==> src/rtl/code_rle_packer.sv <==
// code_rle_packer: run-length encodes a 4-bit code stream into {code, run} packets behind a small FWFT FIFO
module code_rle_packer #(
    parameter int RUN_W = 4,
    parameter int DEPTH = 4,
    parameter int AW    = 2
) (
    input  logic             clk,
    input  logic             rst,
    input  logic             in_en,
    input  logic [3:0]       in_code,
    input  logic             flush,
    output logic             out_valid,
    input  logic             out_ready,
    output logic [3:0]       out_code,
    output logic [RUN_W-1:0] out_run,
    output logic             ovf,
    output logic [AW:0]      fill
);
    localparam logic [RUN_W-1:0] RUN_MAX = {RUN_W{1'b1}};
    localparam logic [AW:0]      FULL    = (AW+1)'(DEPTH);
    logic             active_q, active_d;
    logic [3:0]       cur_code_q, cur_code_d;
    logic [RUN_W-1:0] run_q, run_d;
    logic [AW-1:0]    wr_ptr_q, wr_ptr_d, rd_ptr_q, rd_ptr_d;
    logic [AW:0]      fill_q, fill_d;
    logic             ovf_q, ovf_d;
    logic             push, pop, accept;
    logic [RUN_W+3:0] mem_q [DEPTH];
    logic [RUN_W+3:0] head;
    always_comb begin
        active_d   = active_q;
        cur_code_d = cur_code_q;
        run_d      = run_q;
        push       = 1'b0;
        if (flush) begin
            push     = active_q;
            active_d = 1'b0;
            run_d    = active_q ? '0 : run_q;
        end else if (in_en) begin
            active_d   = 1'b1;
            cur_code_d = in_code;
            if (!active_q) begin
                run_d = RUN_W'(1);
            end else if (in_code == cur_code_q && run_q != RUN_MAX) begin
                run_d = run_q + RUN_W'(1);
            end else begin
                push  = 1'b1;
                run_d = RUN_W'(1);
            end
        end
        pop      = out_valid && out_ready;
        accept   = push && (fill_q != FULL || pop);
        ovf_d    = ovf_q || (push && !accept);
        wr_ptr_d = accept ? wr_ptr_q + AW'(1) : wr_ptr_q;
        rd_ptr_d = pop ? rd_ptr_q + AW'(1) : rd_ptr_q;
        fill_d   = fill_q + (AW+1)'(accept) - (AW+1)'(pop);
    end
    always_ff @(posedge clk) begin
        if (rst) begin
            active_q   <= 1'b0;
            cur_code_q <= '0;
            run_q      <= '0;
            wr_ptr_q   <= '0;
            rd_ptr_q   <= '0;
            fill_q     <= '0;
            ovf_q      <= 1'b0;
        end else begin
            active_q   <= active_d;
            cur_code_q <= cur_code_d;
            run_q      <= run_d;
            wr_ptr_q   <= wr_ptr_d;
            rd_ptr_q   <= rd_ptr_d;
            fill_q     <= fill_d;
            ovf_q      <= ovf_d;
        end
    end
    // storage needs no reset: fill gates everything read from it
    always_ff @(posedge clk) begin
        if (!rst && accept) mem_q[wr_ptr_q] <= {cur_code_q, run_q};
    end
    assign head      = mem_q[rd_ptr_q];
    assign out_valid = fill_q != '0;
    assign out_code  = out_valid ? head[RUN_W+3:RUN_W] : '0;
    assign out_run   = out_valid ? head[RUN_W-1:0] : '0;
    assign ovf       = ovf_q;
    assign fill      = fill_q;
endmodule

==> config.mk <==
export PLATFORM = sky130hd
export DESIGN_NAME = code_rle_packer
export DESIGN_NICKNAME = d
export VERILOG_FILES = /design/src/rtl/code_rle_packer.sv
export SDC_FILE = /design/constraint.sdc
export NUM_CORES = 1
export LEC_CHECK = 0
export BUFFER_PORTS_ARGS = -buffer_cell sky130_fd_sc_hd__buf_2
export CAP_MARGIN = 25
export CORE_ASPECT_RATIO = 0.5
export CORE_MARGIN = 2
export CORE_UTILIZATION = 29
export CTS_BUF_LIST = sky130_fd_sc_hd__clkbuf_2 sky130_fd_sc_hd__clkbuf_4 sky130_fd_sc_hd__clkbuf_8
export CTS_CLUSTER_DIAMETER = 120
export DETAILED_ROUTE_END_ITERATION = 6
export PLACE_DENSITY = 0.55
export SYNTH_ARGS = -nofsm -noshare
export SYNTH_HDL_FRONTEND = slang
export SYNTH_SLANG_ARGS = --single-unit
export TNS_END_PERCENT = 10
==> constraint.sdc <==
create_clock -name clk -period 3.4 [get_ports clk]
set_clock_uncertainty 0.2 [all_clocks]
set_input_delay 0.51 -clock clk [delete_from_list [all_inputs] [get_ports clk]]
set_output_delay 0.51 -clock clk [all_outputs]
set_load 0.005 [all_outputs]
==> After elaboration in Yosys (flattened, before gate mapping) <==
Memory sizes are Yosys's and may differ from the RTL's. A register that Yosys moved wholly into a read port is not among the register bits.
Cells that the tools add are included.
{ "classes": {"add_sub_neg": 5, "reduce_logical": 14, "shifts": 0, "order_cmp": 0, "n_mux": 15, "multipliers": 0, "n_eq_ne": 4, "div_mod_pow": 0, "bitwise_logic": 1} }
{ "ops": {"columns": ["op", "count"], "rows": [
  ["2-to-1 mux 4 bit", 7],
  ["2-to-1 mux 1 bit", 6],
  ["logical AND 1 bit", 5],
  ["adder 2 x 1 -> 2 bit, second input constant", 2],
  ["adder 4 x 1 -> 4 bit, second input constant", 1],
  ["== test 4 bit", 1],
  ["2-to-1 mux 2 bit", 2],
  ["!= test 4 bit, second input constant", 1],
  ["AND reduction 2 bit", 2],
  ["adder 3 x 1 -> 3 bit", 1],
  ["!= test 3 bit, second input constant", 1],
  ["nonzero test 3 bit", 1],
  ["subtractor 3 x 1 -> 3 bit", 1],
  ["zero test 1 bit", 2],
  ["logical OR 1 bit", 2],
  ["!= test 2 x 1 -> 1 bit, second input constant", 1],
  ["nonzero test 2 bit", 1],
  ["OR reduction 2 bit", 1],
  ["inverter 1 bit", 1]
]} }
{ "word_totals": {"ram_bits": 32, "reg_bits": 17, "out_inout_bits": 13, "wordCells": 47, "in_bits": 9, "latchBits": 0, "n_memories": 1, "rom_bits": 0} }
{ "mem_list": {"columns": ["memory", "depth", "word_bits", "rd", "rd_ports_with_merged_regs", "write_ports", "line", "text"], "rows": [
  ["mem_q", 4, 8, 1, 1, 1, "28", "logic [RUN_W+3:0] mem_q [DEPTH];"]
]} }

==> Longest topological paths before layout <==
Gate-level depths: netlist of the first run.
{ "logic_depth": {"word_depth": 10, "depth_mapped": 10, "mapped_depth_nobuf": 10} }

==> Worst setup path before layout of the first run <==
OpenSTA, ideal clock, no wires.
{ "synth_path": {"path_type": "flip-flop to flip-flop", "startpoint": "register run_q[0]", "endpoint": "register fill_q[2], in the netlist fill[2]", "synth_period_minus_slack_ns": 2.603, "path_stages_with_launch": 11, "setup_ns": 0.128, "t_arrival_ns": 2.275, "n_path_buf": 0, "slack_ns": 0.797, "required_time_ns": 3.072, "cell_sequence": "dfxtp_1 > ha_1 > a31oi_2 > a311o_4 > mux2i_1 > ha_1 > inv_1 > fa_1 > xor2_1 > xnor2_1 > nor2_1"} }
{ "synth_between": {"elab_chain_len": 9} }
{ "synth_lines": {"columns": ["item", "line", "text"], "rows": [
  ["start: declaration", "23", "logic [RUN_W-1:0] run_q, run_d;"],
  ["start signal: assignment", "70", "run_q <= run_d;"],
  ["!= test 4 bit", "44", "end else if (in_code == cur_code_q && run_q != RUN_MAX) begin"],
  ["logical AND 1 bit", "44", null],
  ["2-to-1 mux 1 bit", "44", null],
  ["2-to-1 mux 1 bit", "42", "if (!active_q) begin"],
  ["2-to-1 mux 1 bit", "39", "end else if (in_en) begin"],
  ["2-to-1 mux 1 bit", "35", "if (flush) begin"],
  ["logical AND 1 bit", "52", "accept = push && (fill_q != FULL || pop);"],
  ["adder 3 x 1 -> 3 bit", "56", "fill_d = fill_q + (AW+1)'(accept) - (AW+1)'(pop);"],
  ["subtractor 3 x 1 -> 3 bit", "56", null],
  ["end signal: assignment", "73", "fill_q <= fill_d;"],
  ["end: declaration", "25", "logic [AW:0] fill_q, fill_d;"]
]} }
No other way between the ends.
A chain may end at the register's enable or synchronous reset.

==> Final worst setup path of the first run <==
Same ends and word-level chain as after synthesis.

==> metrics.md, run 1 <==
| Metric | Value |
|---|---|
| Run status | completed |
| HP Class | in2reg |
| RSZ-0062 raised after global routing | no |
| Slew Limit Fails | 0 |
| Slew margin rel. | 0.470 |
| Core area | 7400 sq um |
| Synthesized area per cell | 14.4 sq um |
| Gp weighted congestion | 0.700 |
| Critical path arrival | 2.88 ns |
| Die Y | 66.1 microns |
| Final-report setup violation count | 0 |
| Fin. Hold Viols | 0 |
| Register bit total from synthesis | 51 |
| Routed Antenna Nets | 0 |
| Vias in the first global route | 1,305 |
| Final core occ | 0.344 |
| Yosys warnings | 0 |
| Worst-Margin Slew | 0.794 ns |
| Wire length on met2 | 1820 microns |
| R2R Path Start | run_q[0]$_SDFFE_PP0P_ |
| Final non-filler cell total | 277 |
| Synth area leaders | edfxtp_1 43%, dfxtp_1 17%, mux4_2 8.1% |
| DP Area | 2460 sq um |
| Multi-input logic area | 852 sq um |
| Final critical-path required period | 2.90 ns |
| Overall routed net length | 4000 microns |
| Async S/R FF share, synth | 0 |
| Yosys top cell area share | 0.430 |
| Final WS setup | 0.502 ns |
| CTS Buffer Depth | 2 |
| Mapped Area | 2230 sq um |
| Row cnt | 22 |
| Post-CTS Setup Bufs | 0 |
| Top routing layer in use | met4 |
| Largest net degree at the start of global routing | 27 |
| Pleak | 0.937 nW |
| All-Layer GR Usage | 0.106 |
| Cells after synthesis | 155 |
| DRT met1 WL | 2040 microns |
| Iteration-0 DRC Markers | 47 |
| P per Cell Area | 566 nW/um^2 |
| Critical path type | reg2reg |
| H-tree depth | 2 |
| Syn Nets | 171 |
| Max FO, Critical Path | 8 |
| Clock Sinks | 51 |
| CP endpoint kind | register |
| Peak VDD IR | 0.000177 V |
| Drt pass-1 iters | 4 |
| FILL cells | 710 |
| CTS tree | done |
| Seq/Total Area, Yosys | 0.601 |
| Reg-to-reg slack, setup | 0.50 ns |
| Final instance area | 2550 sq um |
| WL met3 | 85 microns |
| Post_cts resized | 0 |
| Initial antenna violation count | 0 |
| Number of flops mapped to enable cells by yosys | 32 |
| Initial core utilization | 0.302 |
| Cts hold-fix bufs | 0 |
| Die width | 128 microns |
| WP data required | 3.38 ns |
| Critical Path Start | run_q[0]$_SDFFE_PP0P_ |
| TritonCTS Buffers | 5 |
| Power Total | 1.44 mW |
| Final nets | 196 |
| Placed insts | 269 |
| Post-DP HPWL | 2740 microns |
| Post-synthesis cell type count | 37 |
| Via/cell ratio | 4.65 |
| Top_reg_cell synth | edfxtp_1 |
| Antenna Cells | 0 |
| Reg area | 1340 sq um |
| Worst setup SP type | register |
| Most frequent cells in the layout | 32 x edfxtp_1, 21 x buf_2, 19 x dfxtp_1 |
| DRC | 0 |
| Fmax | 345 MHz |
| Fin crit share | 0.852 |
| Global-route wire length before repair | 6710 microns |
| Grt ovf | 0 |
| Die area | 8460 sq um |
| Cell taking the most area after synthesis | edfxtp_1 |
| Register clock-pin slew on the reported worst setup and hold paths | 0.09 ns |
| Fraction of layout cells with a size suffix above 1 | 0.282 |
| Setup TNS | 0 ns |
| Maxcap violations | 0 |
| Buffers added on ports | 21 |
| Root Buffer | clkbuf_8 |
| Total vias in the final route | 1,287 |
| Hold WS | 0.268 ns |
| Area Growth Syn to Fin | 14.1% |
| Place WS | 0.504 ns |
| Min-Delay Startpoint | flush |
| Most common cell after layout, fill and taps aside | edfxtp_1 |
| Worst skew pair latency | 0.30 ns |
| I/O pin total | 22 |
| Avg WL per Cell | 14.5 microns |
-- Yosys cell counts, drive strengths merged (3+ instances only) --
master	number
edfxtp	32
dfxtp	19
nor2	14
and2	9
mux4	8
xor2	7
ha	6
mux2i	6
nand2	6
clkbuf	5
a21oi	4
nor2b	4
nor3b	4
inv	3
nor3	3
-- cells by family after synthesis --
logic type      count (synthesis)  synth area share
xor+xnor                        8            0.0314
fa+ha+maj                       7            0.0426
flops                          51             0.601
compound gates                 15            0.0594
buf+inv                        10            0.0179
simple gates                   49             0.134
mux                            15             0.114
-- sequential cells by signal, indices dropped and copies added, names as in the netlist, named ones only --
register,cells
rd_ptr_q,2
active_q,1
fill,3
ovf,1
wr_ptr_q,2
mem_q,32
run_q,4
cur_code_q,4
-- power by group --
part	internal [mW]	switching, mW	leakage, nW
clock	0.144	0.201	0.0418
combinational	0.191	0.153	0.436
sequential	0.691	0.0622	0.460
total	1.03	0.416	0.937
-- final timing paths --
check,to,cells after the start
worst min register to register,wr_ptr_q[1]$_SDFFE_PP0P_,2
worst max register to register,fill[2]$_SDFF_PP0_,10
worst min-delay path,active_q$_SDFFE_PP0P_,2
worst max-delay path,fill[2]$_SDFF_PP0_,10
-- routing by layer --
metal,global-route usage,vias up
met5,0,-
met4,0.0453,0
met3,0.0251,8
met2,0.173,15
met1,0.137,641
li1,-,623
-- critical path: stages, from the launching register on --
cell and delay [ns]:
dfxtp_1 0.48, ha_1 0.26, a31oi_2 0.22, a311o_4 0.51, mux2i_1 0.16, ha_1 0.17, inv_1 0.05, fa_1 0.36
xor2_1 0.16, xnor2_1 0.15, nor2_1 0.06
-- layout make-up --
class                           count  area share
Sequential cell                    51       0.526
Multi-Input combinational cell     94       0.334
Timing Repair Buffer               25      0.0530
Tap cell                           96      0.0471
Clock buffer                        5      0.0270
Clock inverter                      3     0.00785
Inverter                            3     0.00442
(Power assumes the default switching activity.)
==> inputs of run 2 (changes only) <==
--- a/config.mk
+++ b/config.mk
@@ -5,7 +5,7 @@
 export SDC_FILE = /design/constraint.sdc
 export NUM_CORES = 1
 export LEC_CHECK = 0
-export BUFFER_PORTS_ARGS = -buffer_cell sky130_fd_sc_hd__buf_2
+export BUFFER_PORTS_ARGS = -buffer_cell sky130_fd_sc_hd__buf_4
 export CAP_MARGIN = 25
 export CORE_ASPECT_RATIO = 0.5
 export CORE_MARGIN = 2
==> run 2 against run 1 <==
Effect of this change:
- via count grew 0.62%
- core utilization grew 0.81 points
- combinational power grew 12%
- sequential cell count is the same
- clock power shrank 1%
- non-clock buffer count grew 1
- final cell count grew 0.36%
- wire length shrank 0.70%
- register-to-register slack gained 0.04 ns
- design area grew 2.4%
- worst hold slack lost 0.043 ns
- highest routed layer unchanged
==> metrics.md, run 2 (synthesized netlist as in run 1, its figures left out) <==
| Metric | Value |
|---|---|
| Run status | completed (unchanged) |
| GRT met1 Usage | 0.132 (was 0.137) |
| H-tree depth | 2 (unchanged) |
| Fin. Hold Viols | 0 (unchanged) |
| Setup TNS | 0 ns (unchanged) |
| Most frequent cells in the layout | 32 x edfxtp_1, 26 x buf_4, 19 x dfxtp_1 (was 32 x edfxtp_1, 21 x buf_2, 19 x dfxtp_1) |
| Die width | 128 microns (unchanged) |
| Multi-input logic area | 852 sq um (unchanged) |
| Power share of the combinational group | 0.260 (was 0.239) |
| Final critical-path required period | 2.85 ns (was 2.90 ns) |
| Final-report setup violation count | 0 (unchanged) |
| TritonCTS Buffers | 5 (unchanged) |
| Power Total | 1.48 mW (was 1.44 mW) |
| Max reg flops | 32 (unchanged) |
| Peak VDD IR | 0.000162 V (was 0.000177 V) |
| Cts hold-fix bufs | 0 (unchanged) |
| Vias in the first global route | 1,281 (was 1,305) |
| Overall routed net length | 3980 microns (was 4000 microns) |
| Largest net degree at the start of global routing | 27 (unchanged) |
| Die area | 8460 sq um (unchanged) |
| Largest register by flop count | mem_q (unchanged) |
| Grt ovf | 0 (unchanged) |
| Maxcap violations | 0 (unchanged) |
| All-Layer GR Usage | 0.103 (was 0.106) |
| Max FO, Critical Path | 8 (unchanged) |
| HP Class | in2reg (unchanged) |
| Slew Limit Fails | 0 (unchanged) |
| P per Cell Area | 567 nW/um^2 (was 566 nW/um^2) |
| Core area | 7400 sq um (unchanged) |
| Area Growth Syn to Fin | 16.8% (was 14.1%) |
| Clock Sinks | 51 (unchanged) |
| Critical path type | reg2reg (unchanged) |
| Initial core utilization | 0.302 (unchanged) |
| Total vias in the final route | 1,295 (was 1,287) |
| RSZ-0062 raised after global routing | no (unchanged) |
| Post-CTS Setup Bufs | 0 (unchanged) |
| Pleak | 0.953 nW (was 0.937 nW) |
| DRC | 0 (unchanged) |
| Root Buffer | clkbuf_8 (unchanged) |
| WP data required | 3.39 ns (was 3.38 ns) |
| Final nets | 197 (was 196) |
| Sw Ratio | 0.280 (was 0.289) |
| Avg WL per Cell | 14.3 microns (was 14.5 microns) |
| Via/cell ratio | 4.66 (was 4.65) |
| Global-route wire length before repair | 6550 microns (was 6710 microns) |
| Worst skew pair latency | 0.30 ns (about the same) |
| Initial antenna violation count | 0 (unchanged) |
| Hold WS | 0.225 ns (was 0.268 ns) |
| Gp weighted congestion | 0.760 (was 0.700) |
| Worst stage delay on the critical path | 0.51 ns (about the same) |
| Critical path arrival | 2.84 ns (was 2.88 ns) |
| Post-DP HPWL | 2780 microns (was 2740 microns) |
| Buffers added on ports | 21 (unchanged) |
| Design internal power | 1.07 mW (was 1.03 mW) |
| Drt pass-1 iters | 4 (unchanged) |
| Fin crit share | 0.839 (was 0.852) |
| CP endpoint kind | register (unchanged) |
| Reg area | 1340 sq um (unchanged) |
| Fmax | 351 MHz (was 345 MHz) |
| Crit-path slowest cell | a311o_4 (unchanged) |
| GR peak layer | met2 (unchanged) |
| Iteration-0 DRC Markers | 55 (was 47) |
| CTS tree | done (unchanged) |
| Clk pwr share | 0.230 (was 0.239) |
| Met3 Use GR | 0.0235 (was 0.0251) |
| Worst-Margin Slew | 0.579 ns (was 0.794 ns) |
| FILL cells | 718 (was 710) |
| Slew margin rel. | 0.614 (was 0.470) |
| Crit-path most repeated cell | ha_1 (unchanged) |
| Register clock-pin slew on the reported worst setup and hold paths | 0.09 ns (about the same) |
| Final core occ | 0.352 (was 0.344) |
| Routed Antenna Nets | 0 (unchanged) |
| Sequential power share | 0.510 (was 0.522) |
| Row cnt | 22 (unchanged) |
| Worst setup SP type | register (unchanged) |
| Die Y | 66.1 microns (unchanged) |
| Most common cell after layout, fill and taps aside | edfxtp_1 (unchanged) |
| Global Route met2 Usage | 0.170 (was 0.173) |
| Antenna Cells | 0 (unchanged) |
| Post_cts resized | 0 (unchanged) |
| Crit-path cells | ha_1 > a31oi_2 > a311o_4 > mux2i_1 > ha_1 > inv_1 > fa_1 > xor2_1 > xnor2_1 > nor2_1 (unchanged) |
| Sw Pwr | 0.415 mW (was 0.416 mW) |
| I/O pin total | 22 (unchanged) |
| Fraction of layout cells with a size suffix above 1 | 0.286 (was 0.282) |
| CTS Buffer Depth | 2 (unchanged) |
| Top Registers | mem_q: 32 flops, cur_code_q: 4 flops, run_q: 4 flops (unchanged) |
[run 2: cell types whose count changed in the layout (fill, tap and decap cells not counted)]
cell / delta
buf_4: +22
buf_2: -21
[run 2: layout make-up]
type / count / area share
Inverter: 3 / 0.00432
Clock inverter: 3 / 0.00767
Clock buffer: 5 / 0.0264
Sequential cell: 51 / 0.514
Multi-Input combinational cell: 94 / 0.327
Timing Repair Buffer: 26 / 0.0748
Tap cell: 96 / 0.0460
[run 2: power groups by stage]
stage / clock, mW / combinational [mW] / sequential (mW)
after floorplan: 0 / 0.264 / 0.732
after global placement: 0 / 0.394 / 0.771
after detailed placement: 0 / 0.396 / 0.774
after CTS: 0.355 / 0.397 / 0.760
after global routing: 0.380 / 0.438 / 0.767
final: 0.340 / 0.385 / 0.755
[run 2: layer usage]
layer  up-vias  part of all wire
li1        626                 -
met1       639              0.50
met2        22              0.46
met3         8             0.028
met4         0             0.014
met5         -                 0
[run 2: final timing paths]
| path | endpoint | cells after the start | slack (ns) | startpoint |
|---|---|---|---|---|
| hold reg to reg | wr_ptr_q[1]$_SDFFE_PP0P_ | 2 | 0.32 | wr_ptr_q[1]$_SDFFE_PP0P_ |
| setup / recovery | fill[2]$_SDFF_PP0_ | 10 | 0.55 | run_q[0]$_SDFFE_PP0P_ |
| setup reg to reg | fill[2]$_SDFF_PP0_ | 10 | 0.55 | run_q[0]$_SDFFE_PP0P_ |
| hold / removal | active_q$_SDFFE_PP0P_ | 2 | 0.22 | flush |
[run 2: critical path: cells and delay by family (launching register included)]
| kind | cells | cell delay [ns] |
|---|---|---|
| AO/OA/AOI/OAI | 2 | 0.73 |
| buffers and inverters | 1 | 0.04 |
| XOR/XNOR | 2 | 0.31 |
| AND/OR/NAND/NOR | 1 | 0.05 |
| flip-flops | 1 | 0.48 |
| multiplexers | 1 | 0.15 |
| adder cells (fa/ha/maj) | 3 | 0.78 |
[run 2: stage by stage]
step           setup slack, ns  area [sq um]  instances
2_1_floorplan            0.797          2230        155
3_3_place_gp             0.593          2520        270
3_5_place_dp             0.568          2520        270
4_1_cts                  0.532          2610        278
5_1_grt                  0.292          2610        278
6_report                 0.547          2610        278
